[config.mk]
export PLATFORM = sky130hd
export DESIGN_NAME = fetch_sequencer
export DESIGN_NICKNAME = d
export VERILOG_FILES = /design/src/rtl/fetch_sequencer.sv
export SDC_FILE = /design/constraint.sdc
export NUM_CORES = 1
export LEC_CHECK = 0
export ABC_AREA = 1
export BUFFER_PORTS_ARGS = -buffer_cell sky130_fd_sc_hd__buf_2
export CAP_MARGIN = 20
export CORE_UTILIZATION = 30
export CTS_CLUSTER_SIZE = 24
export DETAILED_ROUTE_END_ITERATION = 10
export GPL_TIMING_DRIVEN = 1
export SLEW_MARGIN = 15
export SYNTH_ARGS = -nofsm -noshare
export SYNTH_HDL_FRONTEND = slang
export SYNTH_SLANG_ARGS = --single-unit
[constraint.sdc]
create_clock -name clk -period 5.8 [get_ports clk]
set_input_delay 0.58 -clock clk [delete_from_list [all_inputs] [get_ports clk]]
set_output_delay 0.58 -clock clk [all_outputs]
set_load 0.01 [all_outputs]
[src/rtl/fetch_sequencer.sv]
// fetch_sequencer: instruction-fetch sequencer for the MIPS core.
// Owns the PC, runs the imem req/ack handshake, presents one instruction
// at a time to decode and applies branch-unit redirects on consume.
// Optional macro BRANCH_DELAY_SLOT_EN: defers each taken redirect by one
// instruction (the delay slot is fetched first).
module fetch_sequencer #(
    parameter logic [31:0] RESET_PC = 32'h0000_3000
) (
    input  logic        clk,
    input  logic        rst,
    input  logic        stall,
    input  logic        br_taken,
    input  logic [31:0] br_target,
    output logic        imem_req,
    output logic [31:0] imem_addr,
    input  logic        imem_ack,
    input  logic [31:0] imem_rdata,
    output logic        inst_valid,
    output logic [31:0] inst,
    output logic [31:0] inst_pc,
    output logic [31:0] retire_cnt
);

    typedef enum logic [1:0] {
        S_BOOT  = 2'd0,
        S_FETCH = 2'd1,
        S_VALID = 2'd2
    } state_e;

    state_e      state_q, state_d;
    logic [31:0] pc_q, pc_d;
    logic [31:0] inst_q, inst_d;
    logic [31:0] inst_pc_q, inst_pc_d;
    logic [31:0] retire_q, retire_d;
    logic [31:0] tgt_aligned;
    logic        consume;

`ifdef BRANCH_DELAY_SLOT_EN
    logic        pend_valid_q, pend_valid_d;
    logic [31:0] pend_target_q, pend_target_d;
`endif

    // Word-align the redirect target; the low two bits are never used.
    assign tgt_aligned = br_target & 32'hFFFF_FFFC;
    assign consume     = (state_q == S_VALID) && !stall;

    // Outputs come straight from registered state, no input feedthrough.
    assign imem_req   = (state_q == S_FETCH);
    assign imem_addr  = pc_q;
    assign inst_valid = (state_q == S_VALID);
    assign inst       = inst_q;
    assign inst_pc    = inst_pc_q;
    assign retire_cnt = retire_q;

    // State register and datapath flops.
    always_ff @(posedge clk or posedge rst) begin
        if (rst) begin
            state_q   <= S_BOOT;
            pc_q      <= RESET_PC;
            inst_q    <= '0;
            inst_pc_q <= '0;
            retire_q  <= '0;
        end else begin
            state_q   <= state_d;
            pc_q      <= pc_d;
            inst_q    <= inst_d;
            inst_pc_q <= inst_pc_d;
            retire_q  <= retire_d;
        end
    end

`ifdef BRANCH_DELAY_SLOT_EN
    // Pending redirect waiting for the delay slot to be consumed.
    always_ff @(posedge clk or posedge rst) begin
        if (rst) begin
            pend_valid_q  <= 1'b0;
            pend_target_q <= '0;
        end else begin
            pend_valid_q  <= pend_valid_d;
            pend_target_q <= pend_target_d;
        end
    end
`endif

    // Next-state and datapath update; the PC only moves on a consume.
    always_comb begin
        state_d   = state_q;
        pc_d      = pc_q;
        inst_d    = inst_q;
        inst_pc_d = inst_pc_q;
        retire_d  = retire_q;
`ifdef BRANCH_DELAY_SLOT_EN
        pend_valid_d  = pend_valid_q;
        pend_target_d = pend_target_q;
`endif
        case (state_q)
            S_BOOT: begin
                // Any ack seen here belongs to an abandoned request.
                state_d = S_FETCH;
            end
            S_FETCH: begin
                if (imem_ack) begin
                    inst_d    = imem_rdata;
                    inst_pc_d = pc_q;
                    state_d   = S_VALID;
                end
            end
            S_VALID: begin
                if (consume) begin
                    retire_d = retire_q + 32'd1;
                    state_d  = S_FETCH;
`ifdef BRANCH_DELAY_SLOT_EN
                    if (pend_valid_q) begin
                        // Delay slot retired: take the deferred redirect,
                        // ignoring any branch flagged on this instruction.
                        pc_d         = pend_target_q;
                        pend_valid_d = 1'b0;
                    end else if (br_taken) begin
                        pc_d          = pc_q + 32'd4;
                        pend_valid_d  = 1'b1;
                        pend_target_d = tgt_aligned;
                    end else begin
                        pc_d = pc_q + 32'd4;
                    end
`else
                    pc_d = br_taken ? tgt_aligned : (pc_q + 32'd4);
`endif
                end
            end
            default: state_d = S_BOOT;
        endcase
    end

endmodule

==> results of run 1 <==
[cell type report]
type                    instances  area, um^2  area share (%)
multi-input cells             600        3040            36.0
flip-flops and latches        126        3160            37.4
clock buffers                  22         474            5.63
repair buffers                195         983            11.7
well taps                     275         344            4.08
clock inverters                10         160            1.90
inverters                      73         277            3.28
[per-stage QoR]
step	hold WS (ps)	total power [mW]	setup slack (ps)	std cells
after detailed placement	468	3.00	3440	1269
after CTS	195	4.18	3610	1301
after floorplan	489	2.40	1870	828
after global routing	213	4.43	3460	1301
final	191	4.12	3640	1301
after global placement	462	2.97	3420	1269
[power by group]
part	leakage [nW]	switching (mW)	internal, mW
Combinational	2.44	0.826	0.625
Clock	0.310	0.401	0.753
Sequential	1.57	0.283	1.23
[state kept, by name, summed over array words and instances, names as in the netlist]
name        count
retire_cnt     32
inst           32
state_q         2
inst_pc        30
imem_addr      30
[layer usage]
layer | GRT usage (%) | up-vias
li1 | - | 2989
met1 | 22.3 | 2781
met2 | 26.0 | 188
met3 | 4.39 | 23
met4 | 7.07 | 0
met5 | 0 | -
[placed cells by master (no fill, tap or decap), types with 3 or more instances in the layout]
cell type / instances
nand2_1: 267
inv_1: 67
a21oi_1: 24
nand4_1: 4
inv_2: 5
nand3_1: 34
buf_2: 192
conb_1: 4
nor3_1: 5
clkinv_2: 3
bufinv_16: 4
nand3b_1: 8
clkbuf_16: 17
nor2_1: 109
xnor2_1: 8
nor2_2: 9
mux2_4: 30
xor2_1: 11
dfrtp_1: 124
clkbuf_8: 3
buf_4: 3
o21ai_0: 65
[logic make-up after synthesis]
kind of cell	after synthesis	synth area share (%)
adders and majority gates	2	0.378
xor gates and xnor gates	19	2.52
DFF	126	47.7
muxes	33	7.32
AOI/OAI and AO/OA	94	7.23
buffers and inverters	102	6.68
and+or+nand+nor	448	28.1
other	1	0.0567
[worst paths after layout]
path	start	endpoint	slack (ps)	depth (start not counted)
max	state_q[0]	retire_cnt[22]	3640	6
min	rst	inst[19]	190	2
max reg2reg	state_q[0]	retire_cnt[22]	3640	6
min reg2reg	inst_pc[18]	inst_pc[18]	480	2
max in group asynchronous	rst	retire_cnt[27]	4530	3
min in group clk	imem_rdata[29]	inst[29]	380	2
==> impl_metrics.csv, run 1 <==
group,metric,value,unit
drt,drc,0,
sta,min_period,2160,ps
critical_path,worst_setup_path_end_kind,"register",
sta,fin_crit_sh,37.2,%
final_layout,num_antenna_cells,0,
clock_tree,cts_tree,"done",
logic_synthesis,netlist_instances,825,
logic_synthesis,yosysWarnings,0,
final_layout,nets,1084,
critical_path,slowest_stage,"inv_2",
logic_synthesis,ys.flop_type,"dfrtp_1",
logic_synthesis,yosys.cell_count.top_type,"nand2_1",
critical_path,crit_family,"simple AND/OR/NAND/NOR gates",
clock_tree,path_clk_slew,60,ps
critical_path,path_buf_inv,1,
run_status,status,"finished, final reports clean",
logic_synthesis,synth-seq-area-share,47.7,%
sta,grt_setup_unrepaired,"no",
sta,setup-tns-final,0,ps
clock_tree,cts.sinks,126,
pwr,leakage,4.32,nW
grt,overflow,0,
floorplanning,fp.dieW,150,um
logic_synthesis,syn_avg_cell_area,8.02,um^2
final_layout,drive_gt1_share,27.5,%
drt,met3_wirelength,1120,um
logic_synthesis,yosys_register_bits,126,
logic_synthesis,synth-edff-count,0,
grt,grt.total_usage,16.9,%
drt,first_iter_violations,254,
sta,setup_viol,0,
clock_tree,post_cts_buffers,0,
sta,worstMarginPinSlew,948,ps
critical_path,cp.required,6130,ps
logic_synthesis,post-synth-top-area-cell,"dfrtp_1",
clock_tree,cts_buffers,17,
drt,route.met2.wl,8210,um
logic_synthesis,synth_area,6610,um^2
sta,final-max-slew-violation-count,0,
final_layout,syn2layout_area_growth,27.4,%
sta,skew,11.5,ps
grt,grt_max_degree,74,
logic_synthesis,synth_top_area_share,46.9,%
floorplanning,start_util,31.1,%
final_layout,fin_util,39.6,%
clock_tree,clock_latency,420,ps
critical_path,startpoint_type,"register",
critical_path,slowest_delay,530,ps
final_layout,postLayoutCellArea,8430,um^2
drt,routed-via-count,5981,
drt,drt_pass1_iterations,5,
clock_tree,cts_hold_buf,0,
floorplanning,io_pins,199,
drt,vias_per_cell,4.60,
logic_synthesis,synth_area_leaders,"dfrtp_1 47%, nand2_1 15%, mux2_4 6.8%, nor2_1 6.2%, o21ai_0 4.9%",
floorplanning,rows,53,
critical_path,arrival,2490,ps
drt,top_layer,"met4",
pwr,p_per_area,489,nW/um^2
hold_path,hold_class,"input pin to asynchronous set/reset pin",
drt,wl_per_cell,14.2,um
logic_synthesis,ys_top_cells_by_count,"268 x nand2_1, 124 x dfrtp_1, 109 x nor2_1",
critical_path,worstPathCellList,"nor2_4 -> nand2_4 -> inv_2 -> nand3_2 -> nor2_2 -> xor2_1",
place,routabilityCongestion,0.879,
grt,grt_pass1_wl,29200,um
clock_tree,root_buffer,"clkbuf_16",
pwr,vdd_ir_drop_max,0.176,mV
clock_tree,htreeDepth,4,
clock_tree,ctsLongestPathBuffers,2,
sta,max_freq,463,MHz
run,maxCapViolations,0,
place,dp_hpwl,13400,um
drt,final_antenna_net_count,0,
drt,wirelength,18500,um
clock_tree,cts_repair_resize_count,0,
logic_synthesis,synth_cell_types,35,
sta,relSlewSlack,36.8,%
floorplanning,core_area,21300,um^2
sta,hold_viol,0,
critical_path,critPathKind,"register to register",
critical_path,cp_max_fo,62,
floorplanning,die_h,150,um
floorplanning,dieArea,22600,um^2
final_layout,fillers,2223,
drt,met1Wirelength,8770,um
grt,grt_pass1_vias,5669,
place,placed_area,7790,um^2
place,placement.io_buffers,192,
logic_synthesis,ys_async_sr_fraction,100,%
grt,grt_antenna_before_repair,0,
(Power assumes the default switching activity.)
==> inputs of run 2 (changes only) <==
==> constraint.sdc (replaced) <==
create_clock -name clk -period 2.08 [get_ports clk]
set_input_delay 0.208 -clock clk [delete_from_list [all_inputs] [get_ports clk]]
set_output_delay 0.208 -clock clk [all_outputs]
set_load 0.01 [all_outputs]
==> run 2 against run 1 <==
- routed wire length up 1.4%
- sequential share of layout area down 0.66 points
- count of clock-buffer cells in the layout down 4
- total power rose to 2.8 times the previous value
- die area unchanged
- maximum frequency up 21%
==> impl_metrics.csv, run 2 (same netlist as run 1, synthesis figures left out) <==
group,metric,value,unit
drt,vias_per_cell,4.61,
final_layout,syn2layout_area_growth,29.7,%
place,placed_area,7920,um^2
clock_tree,cts_tree,"done",
critical_path,arrival,2100,ps
pwr,p_per_area,1350,nW/um^2
drt,final_antenna_net_count,0,
clock_tree,ctsLongestPathBuffers,2,
grt,grt_pass1_vias,5944,
drt,wl_per_cell,14.3,um
sta,setup_viol,0,
floorplanning,io_pins,199,
critical_path,worst_setup_path_end_kind,"register",
clock_tree,path_clk_slew,70,ps
drt,routed-via-count,6066,
floorplanning,core_area,21300,um^2
clock_tree,clock_latency,420,ps
final_layout,fillers,2178,
grt,grt_max_degree,77,
final_layout,postLayoutCellArea,8580,um^2
critical_path,cp_max_fo,7,
sta,setup-tns-final,0,ps
clock_tree,cts.sinks,126,
floorplanning,dieArea,22600,um^2
final_layout,nets,1098,
pwr,vdd_ir_drop_max,0.480,mV
run_status,status,"finished, final reports clean",
drt,drc,0,
floorplanning,die_h,150,um
drt,first_iter_violations,268,
final_layout,final_cell_mix,"267 x nand2_1, 192 x buf_2, 124 x dfrtp_1",
clock_tree,htreeDepth,4,
grt,grt_pass1_wl,30400,um
grt,grt.total_usage,17.5,%
floorplanning,rows,53,
clock_tree,root_buffer,"clkbuf_16",
drt,wirelength,18800,um
sta,relSlewSlack,58.0,%
critical_path,startpoint_type,"register",
drt,drt_pass1_iterations,5,
clock_tree,cts_buffers,17,
sta,fin_crit_sh,85.8,%
grt,grt_antenna_before_repair,0,
floorplanning,start_util,31.1,%
floorplanning,fp.dieW,150,um
final_layout,num_antenna_cells,0,
place,placement.io_buffers,192,
hold_path,hold_class,"input pin to register",
place,routabilityCongestion,0.837,
clock_tree,post_cts_buffers,0,
sta,skew,10.8,ps
place,dp_hpwl,14000,um
sta,worstMarginPinSlew,630,ps
sta,grt_setup_unrepaired,"no",
sta,min_period,1780,ps
final_layout,drive_gt1_share,28.3,%
critical_path,critPathKind,"register to register",
run,maxCapViolations,0,
pwr,leakage,4.39,nW
sta,hold_viol,0,
sta,max_freq,561,MHz
sta,final-max-slew-violation-count,0,
final_layout,final_common_cell,"nand2_1",
grt,overflow,0,
critical_path,cp.required,2400,ps
-- run 2: changes by cell type in the layout (fill, tap and decap cells not counted) --
cell,delta
clkbuf_8,-3
clkinvlp_4,+2
inv_6,+6
clkbuf_1,-1
clkinv_2,-3
inv_4,-1
buf_12,+3
buf_4,+8
dlygate4sd3_1,+3
-- run 2: routing by layer --
| layer | GRT usage, % | vias to the layer above | wire length [um] |
|---|---|---|---|
| met5 | 0 | - | 0 |
| met4 | 6.87 | 0 | 440 |
| met3 | 3.58 | 33 | 1090 |
| met2 | 28.0 | 207 | 8620 |
| met1 | 22.9 | 2812 | 8630 |
| li1 | - | 3014 | - |
-- run 2: power breakdown --
| group | total [mW] | switching [mW] | internal (mW) |
|---|---|---|---|
| registers | 4.21 | 0.777 | 3.43 |
| clock network | 3.24 | 1.21 | 2.03 |
| logic | 4.17 | 2.36 | 1.81 |
| total | 11.6 | 4.34 | 7.28 |
-- run 2: worst max-delay path, stage by stage (launching register included) --
cell and delay [ps]:
dfrtp_1 400, ha_1 220, nand2_1 100, nor2_2 180, nand2_1 200, nor2_1 280
nand2_1 80, nand2_1 60, nand3_1 60, nand2_1 60, nand2_1 40
-- run 2: through the flow --
stage	setup slack, ps	power, mW	hold slack [ps]	instances	util (%)
after floorplan	320	6.69	294	828	-
after global placement	315	8.40	363	1280	37.2
after detailed placement	300	8.49	368	1280	37.2
after CTS	297	11.8	2.80	1315	40.3
after global routing	20.3	12.5	3.90	1315	40.3
final	296	11.6	22.2	1315	40.3
-- run 2: final timing paths --
kind | to | slack (ps) | cells past startpoint | startpoint
hold / removal | state_q[0] | 20 | 2 | imem_ack
min in group asynchronous | inst[8] | 500 | 4 | rst
setup / recovery | imem_addr[26] | 300 | 10 | imem_addr[3]
hold reg to reg | inst_pc[19] | 480 | 2 | inst_pc[19]
max in group asynchronous | retire_cnt[30] | 1040 | 4 | rst
setup reg to reg | imem_addr[26] | 300 | 10 | imem_addr[3]
-- run 2: area by class of cell --
cell class | count | area (um^2) | area share [%]
Inverter | 73 | 278 | 3.24
Tap cell | 275 | 344 | 4.01
Clock buffer | 18 | 429 | 5.00
Multi-Input combinational cell | 600 | 3040 | 35.4
Timing Repair Buffer | 209 | 1130 | 13.2
Clock inverter | 14 | 205 | 2.39
Sequential cell | 126 | 3160 | 36.8
-- run 2: repair_timing --
action,4_1_cts,5_1_grt
hold buffers,3,0
resized for setup,0,0
hold endpoints to repair,76,0
==> inputs of run 3 (changes only) <==
--- a/config.mk
+++ b/config.mk
@@ -8,10 +8,13 @@
 export ABC_AREA = 1
 export BUFFER_PORTS_ARGS = -buffer_cell sky130_fd_sc_hd__buf_2
 export CAP_MARGIN = 20
+export CELL_PAD_IN_SITES_DETAIL_PLACEMENT = 0
+export CELL_PAD_IN_SITES_GLOBAL_PLACEMENT = 1
 export CORE_UTILIZATION = 30
 export CTS_CLUSTER_SIZE = 24
 export DETAILED_ROUTE_END_ITERATION = 10
 export GPL_TIMING_DRIVEN = 1
+export PLACE_DENSITY_LB_ADDON = 0.1
 export SLEW_MARGIN = 15
 export SYNTH_ARGS = -nofsm -noshare
 export SYNTH_HDL_FRONTEND = slang
==> run 3 against run 2 <==
- sequential cell count stayed put
- sequential power barely moved
- clock skew hardly changed
- first-iteration DRC count down 18%
- total power is 0.62% lower
- routed wire length grew 6.9%
- critical path type unchanged
==> impl_metrics.csv, run 3 (same netlist as run 1, synthesis figures left out) <==
group,metric,value,unit
place,dp_hpwl,15000,um
place,placement.io_buffers,192,
floorplanning,core_area,21300,um^2
drt,vias_per_cell,4.50,
grt,grt.total_usage,18.3,%
drt,drt_pass1_iterations,4,
drt,wl_per_cell,15.2,um
final_layout,syn2layout_area_growth,30.0,%
sta,grt_setup_unrepaired,"no",
place,dp.cells,1281,
clock_tree,cts.sinks,126,
floorplanning,rows,53,
floorplanning,io_pins,199,
clock_tree,post_cts_buffers,0,
critical_path,r2r-start,"imem_addr[3]",
clock_tree,clock_latency,420,ps
grt,grt_pass1_vias,5655,
critical_path,cp.required,2400,ps
drt,first_iter_violations,219,
final_layout,num_antenna_cells,0,
final_layout,final_cell_mix,"267 x nand2_1, 192 x buf_2, 124 x dfrtp_1",
grt,grt_pass1_wl,31400,um
clock_tree,cts_buffers,17,
hold_path,holdPathEnd,"inst[2]",
grt,grt_antenna_before_repair,0,
clock_tree,cts_tree,"done",
critical_path,cp_max_fo,7,
sta,fin_crit_sh,85.5,%
hold_path,hold_start,"imem_rdata[2]",
grt,overflow,0,
clock_tree,ctsLongestPathBuffers,2,
critical_path,worst_setup_path_end_kind,"register",
floorplanning,start_util,31.1,%
critical_path,regToRegSetupSlack,300,ps
drt,drc,0,
clock_tree,path_clk_slew,70,ps
run_status,status,"finished, final reports clean",
sta,min_period,1780,ps
final_layout,nets,1100,
critical_path,startpoint_type,"register",
pwr,p_per_area,1340,nW/um^2
drt,wirelength,20100,um
drt,final_antenna_net_count,0,
final_layout,drive_gt1_share,28.4,%
sta,max_freq,562,MHz
sta,setup_viol,0,
critical_path,arrival,2090,ps
clock_tree,root_buffer,"clkbuf_16",
drt,routed-via-count,5926,
hold_path,worst_hold_path.num_cells,2,
sta,final-max-slew-violation-count,0,
final_layout,final_common_cell,"nand2_1",
grt,grt_max_degree,68,
pwr,vdd_ir_drop_max,0.520,mV
hold_path,hold_class,"input pin to register",
pwr,leakage,4.41,nW
sta,setup-tns-final,0,ps
critical_path,critPathKind,"register to register",
floorplanning,fp.dieW,150,um
floorplanning,dieArea,22600,um^2
floorplanning,die_h,150,um
critical_path,r2r-end,"imem_addr[26]",
sta,hold_viol,0,
run,maxCapViolations,0,
place,routabilityCongestion,0.812,
sta,skew,10.8,ps
clock_tree,htreeDepth,4,
final_layout,final_cells,1317,
critical_path,ff2ff_path_depth,10,
run 3: changes by cell type in the layout (fill, tap and decap cells not counted):
cell	previous run	this run
clkinv_2	0	2
clkinv_4	2	5
dlygate4sd3_1	3	4
clkbuf_1	1	0
bufinv_16	4	3
inv_6	6	4
buf_12	3	5
buf_4	11	10
clkinvlp_4	3	2
run 3: metrics by stage:
step           power [mW]  area (um^2)  setup slack, ps  hold slack [ps]  utilization, %
3_5_place_dp         8.53         7950              288              373            37.3
3_3_place_gp         8.51         7950              291              371            37.3
4_1_cts              11.8         8600              276            0.909            40.4
6_report             11.5         8600              302             23.1            40.4
5_1_grt              12.4         8600              110             7.26            40.4
2_1_floorplan        6.69         6630              320              294               -
run 3: power by group:
part	total (mW)	leakage (nW)	switching, mW	internal, mW
Combinational	4.20	2.53	2.36	1.84
Clock	3.13	0.299	1.22	1.91
Sequential	4.22	1.57	0.789	3.43
Total	11.5	4.41	4.37	7.18
run 3: cell type report:
type                       instances  area (um^2)
timing repair buffer             211         1180
tap                              275          344
fill                            2248        12700
sequential                       126         3160
clock buffer                      17          425
multi-input combinational        600         3040
clock inverter                    15          186
inverter                          73          278
run 3: critical path, cell delays in order, from the launching register on:
cell and delay (ps):
dfrtp_1 420, ha_1 220, nand2_1 90, nor2_2 170, nand2_1 200, nor2_1 270, nand2_1 80, nand2_1 60
nand3_1 70, nand2_1 60, nand2_1 40
run 3: worst max-delay path by stage:
stage / startpoint / endpoint / slack (ps) / cells past startpoint
3_5_place_dp: imem_addr[3] / imem_addr[26] / 290 / 10
6_report: imem_addr[3] / imem_addr[26] / 300 / 10
2_1_floorplan: rst / imem_addr[10] / 320 / 1
4_1_cts: imem_addr[3] / imem_addr[26] / 280 / 10
5_1_grt: imem_addr[3] / imem_addr[26] / 110 / 10
3_3_place_gp: imem_addr[3] / imem_addr[26] / 290 / 10
run 3: timing repair:
item	CTS	global route
hold buffers	4	0
hold endpoints to repair	127	0
resized for setup	0	0
run 3: layer usage:
| metal | up-vias | global-route usage (%) | routed length, um | share of wire [%] |
|---|---|---|---|---|
| met3 | 14 | 4.03 | 1040 | 5.2 |
| met5 | - | 0 | 0 | 0 |
| met2 | 147 | 28.9 | 9090 | 45 |
| li1 | 3023 | - | - | - |
| met4 | 0 | 5.15 | 197 | 0.98 |
| met1 | 2742 | 25.0 | 9740 | 49 |
